--- src/rtl/pwl_pkg.sv ---
// Shared definitions for the pixel word loader: FSM encoding, byte width and
// the counter-width helper used by the packer and the stall counter.
package pwl_pkg;

  localparam int BYTE_W = 8;

  typedef enum logic [1:0] {
    ST_IDLE    = 2'd0,
    ST_COLLECT = 2'd1,
    ST_WRITE   = 2'd2,
    ST_DONE    = 2'd3
  } state_e;

  function automatic int cnt_width(input int n);
    return (n > 1) ? $clog2(n) : 1;
  endfunction

endpackage

--- src/rtl/pwl_byte_packer.sv ---
// Byte packer: inserts accepted bytes little-endian into the word register and
// flags the byte that completes a word. clear_i discards a partial word.
module pwl_byte_packer
  import pwl_pkg::*;
#(
  parameter int WORD_BYTES = 4,
  localparam int CNT_W = cnt_width(WORD_BYTES)
) (
  input  logic                         clk_i,
  input  logic                         rst_ni,
  input  logic                         clear_i,
  input  logic                         load_i,
  input  logic [BYTE_W-1:0]            data_i,
  output logic [BYTE_W*WORD_BYTES-1:0] word_o,
  output logic [CNT_W-1:0]             byte_cnt_o,
  output logic                         word_full_o
);

  logic [CNT_W-1:0]             cnt_q, cnt_d;
  logic [BYTE_W*WORD_BYTES-1:0] word_q, word_d;

  assign word_full_o = load_i && (cnt_q == CNT_W'(WORD_BYTES - 1));

  always_comb begin
    cnt_d  = cnt_q;
    word_d = word_q;
    if (clear_i) begin
      cnt_d = '0;
    end else if (load_i) begin
      cnt_d = word_full_o ? '0 : cnt_q + 1'b1;
      for (int k = 0; k < WORD_BYTES; k++) begin
        if (cnt_q == CNT_W'(k)) word_d[k*BYTE_W +: BYTE_W] = data_i;
      end
    end
  end

  always_ff @(posedge clk_i or negedge rst_ni) begin
    if (!rst_ni) begin
      cnt_q  <= '0;
      word_q <= '0;
    end else begin
      cnt_q  <= cnt_d;
      word_q <= word_d;
    end
  end

  assign word_o     = word_q;
  assign byte_cnt_o = cnt_q;

endmodule

--- src/rtl/pixel_word_loader.sv ---
// Pixel word loader: packs a byte stream into words and strobes them into the
// register bank. Optional stall timeout enabled by defining PWL_TIMEOUT_EN.
module pixel_word_loader
  import pwl_pkg::*;
#(
  parameter int WORD_BYTES     = 4,
  parameter int NUM_WORDS      = 196,
  parameter int ADDR_BITS      = 8,
  parameter int TIMEOUT_CYCLES = 1024
) (
  input  logic                         clk_i,
  input  logic                         rst_ni,
  input  logic                         start_i,
  input  logic                         abort_i,
  input  logic [BYTE_W-1:0]            in_data_i,
  input  logic                         in_valid_i,
  output logic                         in_ready_o,
  output logic [BYTE_W*WORD_BYTES-1:0] reg_d_o,
  output logic                         reg_ce_o,
  output logic [ADDR_BITS-1:0]         reg_addr_o,
  output logic                         busy_o,
  output logic                         frame_done_o,
  output logic                         timeout_err_o
);

  localparam int CNT_W = cnt_width(WORD_BYTES);
  localparam logic [ADDR_BITS-1:0] LAST_ADDR = ADDR_BITS'(NUM_WORDS - 1);

  state_e                 state_q, state_d;
  logic [ADDR_BITS-1:0]   addr_q, addr_d;
  logic                   pk_clear, pk_load, word_full, drop_word;
  logic [CNT_W-1:0]       byte_cnt;

  pwl_byte_packer #(.WORD_BYTES(WORD_BYTES)) u_packer (
    .clk_i       (clk_i),
    .rst_ni      (rst_ni),
    .clear_i     (pk_clear),
    .load_i      (pk_load),
    .data_i      (in_data_i),
    .word_o      (reg_d_o),
    .byte_cnt_o  (byte_cnt),
    .word_full_o (word_full)
  );

`ifdef PWL_TIMEOUT_EN
  localparam int STALL_W = cnt_width(TIMEOUT_CYCLES);
  logic [STALL_W-1:0] stall_q, stall_d;

  // Stall counting only while a partial word is pending and no byte arrives.
  always_comb begin
    stall_d   = '0;
    drop_word = 1'b0;
    if (state_q == ST_COLLECT && !abort_i && byte_cnt != '0 && !in_valid_i) begin
      if (stall_q == STALL_W'(TIMEOUT_CYCLES - 1)) drop_word = 1'b1;
      else                                         stall_d   = stall_q + 1'b1;
    end
  end

  always_ff @(posedge clk_i or negedge rst_ni) begin
    if (!rst_ni) stall_q <= '0;
    else         stall_q <= stall_d;
  end

  assign timeout_err_o = drop_word;
`else
  localparam int unused_timeout = TIMEOUT_CYCLES;
  logic unused_cnt;
  assign unused_cnt    = ^byte_cnt;
  assign drop_word     = 1'b0;
  assign timeout_err_o = 1'b0;
`endif

  always_comb begin
    state_d    = state_q;
    addr_d     = addr_q;
    pk_clear   = 1'b0;
    pk_load    = 1'b0;
    in_ready_o = 1'b0;
    reg_ce_o   = 1'b0;
    if (abort_i) begin
      state_d  = ST_IDLE;
      pk_clear = 1'b1;
    end else begin
      case (state_q)
        ST_IDLE, ST_DONE: begin
          if (start_i) begin
            state_d  = ST_COLLECT;
            addr_d   = '0;
            pk_clear = 1'b1;
          end
        end
        ST_COLLECT: begin
          in_ready_o = 1'b1;
          if (in_valid_i) begin
            pk_load = 1'b1;
            if (word_full) state_d = ST_WRITE;
          end else if (drop_word) begin
            pk_clear = 1'b1;
          end
        end
        ST_WRITE: begin
          reg_ce_o = 1'b1;
          if (addr_q == LAST_ADDR) begin
            state_d = ST_DONE;
          end else begin
            state_d  = ST_COLLECT;
            addr_d   = addr_q + 1'b1;
            pk_clear = 1'b1;
          end
        end
        default: state_d = ST_IDLE;
      endcase
    end
  end

  always_ff @(posedge clk_i or negedge rst_ni) begin
    if (!rst_ni) begin
      state_q <= ST_IDLE;
      addr_q  <= '0;
    end else begin
      state_q <= state_d;
      addr_q  <= addr_d;
    end
  end

  assign reg_addr_o   = addr_q;
  assign busy_o       = (state_q == ST_COLLECT) || (state_q == ST_WRITE);
  assign frame_done_o = (state_q == ST_DONE);

endmodule
--- config.mk ---
export PLATFORM = sky130hd
export DESIGN_NAME = pixel_word_loader
export DESIGN_NICKNAME = d
export VERILOG_FILES = /design/src/rtl/pwl_pkg.sv /design/src/rtl/pwl_byte_packer.sv /design/src/rtl/pixel_word_loader.sv
export SDC_FILE = /design/constraint.sdc
export NUM_CORES = 1
export LEC_CHECK = 0
export ABC_AREA = 1
export CAP_MARGIN = 15
export CORE_MARGIN = 2
export CORE_UTILIZATION = 50
export CTS_CLUSTER_DIAMETER = 80
export DETAILED_ROUTE_END_ITERATION = 6
export PLACE_DENSITY_LB_ADDON = 0.15
export SYNTH_ARGS = -nofsm -noshare
export SYNTH_HDL_FRONTEND = slang
export SYNTH_SLANG_ARGS = --single-unit
--- constraint.sdc ---
create_clock -name clk_i -period 2.95 [get_ports clk_i]
set_input_delay 0.7375 -clock clk_i [delete_from_list [all_inputs] [get_ports clk_i]]
set_output_delay 0.7375 -clock clk_i [all_outputs]
set_load 0.01 [all_outputs]
==> impl_metrics.ini <==
[sta]
finalMaxSlewViolations = 0
setup_tns_ns = 0
relSlewSlack_pct = 37.3
max_freq_mhz = 368
rsz0062_at_grt = false
fin_crit_sh_pct = 92.0
fin_skew_ns = 0.00820
fin_crit_ns = 2.71
setup_viol = 0
hold-worst-slack_ns = 0.473
hold_viol = 0
worstMarginPinSlew_ns = 0.940

[setup_path]
reg2reg_slack_ns = 1.01
critPathBufInv = 2
slowest_stage = clkdlybuf4s50_1
worstPathMaxFanout = 5
crit_required_ns = 2.21
worst_path_most_repeated_cell = clkdlybuf4s50_1
critPathTopFamily = buffers and inverters
crit_arrival_ns = 1.98
cp_num_cells = 3
max_stage_delay_ns = 0.55
reg2reg_from = state_q[0]
reg2reg_to = u_packer.word_o[24]
setup.worst_path.end_class = output port
worstSetupPathType = input port to output port
crit_path_start_kind = input port
ff2ff_path_depth = 8
crit_chain = clkdlybuf4s50_1 -> nor2_4 -> clkdlybuf4s50_1

[route]
routed_via_density = 5.25
first_pass_iters = 4
routed_wl_um = 4920
route.detailed.drc = 0
ant_nets = 0
vias = 1905
routedWlPerCell_um = 13.5
first_iter_violations = 187

[synthesis]
syn_avg_cell_area_um2 = 8.73
synth-simple-area-share_pct = 33.2
yosys.cell_types.count = 24
synthAdderAreaFrac_pct = 4.46
syn-cell-area_um2 = 2240
seq_area_frac_synth_pct = 49.1
synth_cells = 257
synth-compound-area-share_pct = 2.90
async_flop_share_pct = 100
synth_edf_count = 0
muxShareOfSynthArea_pct = 0
yosys_warnings = 0
syn-num-nets = 278
ys_ff_latch = 44
synth_top_family_by_area = simple AND/OR/NAND/NOR gates
synth-xor-area-share_pct = 0.390
ys.flop_type = dfrtp_1

[global_routing]
grt_pass1_vias = 1787
track_usage_pct = 21.3
antenna_found_initial = 0
overflow = 0
grt_pass1_wl_um = 8490
grt_max_degree = 45

[final_layout]
final_common_cell = nand2_1
antenna_cells = 0
drive_gt1_share_pct = 8.68
finalNonFillerCells = 363
most-common-layout-cells = nand2_1 (88), clkdlybuf4s50_1 (55), dfrtp_1 (44)
area_growth_pct = 27.2
nets = 331

[cts]
clockBufferDepth = 2
h-tree-depth = 2
root_buffer = clkbuf_8
cts.sinks = 44
cts_tree = yes
cts_resized = 0
cts_buffers = 5
post-cts-setup-buffer-count = 0
clk_pin_slew_ns = 0.08
holdBufCountCts = 0
clkLatencyLatePin_ns = 0.29

[floorplan]
die_y_um = 71
die_area_um2 = 5040
fp.dieW_um = 71
row_count = 24
initial_core_util_pct = 51.6
coreArea_um2 = 4350
num_io_pins = 58

[pwr]
p_leak_uw = 0.00140
ir_worst_vdd_mv = 0.422
fin_total_pwr_uw = 1770
pwr_density_cell_nw_per_um2 = 620

[placed_design]
place_congestion = 0.806
portBuffers = 56
dp.cells = 355
dp_hpwl_um = 3600

[hold_path]
worstHoldPathCells = 2
worstHoldStart = u_packer.word_o[13]
hold_class = flop to flop
hold_end = u_packer.word_o[13]

[run_status]
status = finished, final reports clean

[run]
maxCapViolations = 0
-- Yosys cell counts, types with 4 or more instances --
library cell / number / area, um2
nand2_1: 88 / 330
o21ai_0: 5 / 25.0
dfrtp_1: 44 / 1100
ha_1: 8 / 100
nor2_1: 7 / 26.3
inv_2: 6 / 22.5
nand3_1: 13 / 65.1
o21ai_1: 5 / 25.0
nand4_1: 36 / 225
inv_1: 16 / 60.1
buf_2: 7 / 35.0
buf_12: 4 / 80.1
-- worst max-delay path by stage --
stage / startpoint / slack [ns] / end
after global routing: state_q[0] / 0.17 / reg_ce_o
after global placement: abort_i / 0.27 / in_ready_o
after detailed placement: abort_i / 0.25 / in_ready_o
final: abort_i / 0.24 / in_ready_o
after CTS: abort_i / 0.23 / in_ready_o
after floorplan: state_q[0] / 1.25 / reg_ce_o
-- metal layers --
layer | routed length [um] | vias up | global-route usage, %
li1 | - | 955 | -
met1 | 2230 | 889 | 30.7
met2 | 2310 | 54 | 32.4
met3 | 299 | 7 | 3.99
met4 | 72 | 0 | 7.34
met5 | 0 | - | 0
-- metrics by stage --
stage | util (%) | worst slack, ns | instance area [um2]
6_report | 65.6 | 0.236 | 2860
4_1_cts | 65.6 | 0.234 | 2860
3_3_place_gp | 63.3 | 0.267 | 2760
2_1_floorplan | - | 1.25 | 2240
3_5_place_dp | 63.3 | 0.245 | 2760
5_1_grt | 65.6 | 0.175 | 2860
-- tightest hold or removal path, delay by kind of cell (launching register included) --
kind / cells / cell delay (ns)
and+or+nand+nor: 2 / 0.10
DFF: 1 / 0.35
-- layout make-up --
cell class | instances | area, um2
clock inverters | 2 | 15.0
well taps | 52 | 65.1
fillers | 401 | 1500
inverters | 22 | 82.6
repair buffers | 60 | 586
clock buffers | 6 | 82.6
flip-flops and latches | 44 | 1100
multi-input cells | 177 | 923
-- registers in the layout, indices dropped and copies added (netlist names) --
signal,cells
u_packer.byte_cnt_o,2
u_packer.word_o,32
state_q,2
reg_addr_o,8
-- power breakdown --
| part | internal (uW) | switching [uW] | total (uW) |
|---|---|---|---|
| Combinational | 269 | 367 | 636 |
| Sequential | 687 | 51.6 | 739 |
| Clock | 190 | 205 | 395 |
-- cells by family (layout without fill, tap and decap cells) --
family	count (synthesis)	after routing
adders and majority gates	8	8
AOI/OAI and AO/OA	12	12
buffers and inverters	36	90
other	1	1
and+or+nand+nor	155	155
DFF	44	44
xor gates and xnor gates	1	1
No activity file was read; power rests on OpenSTA's default activity.
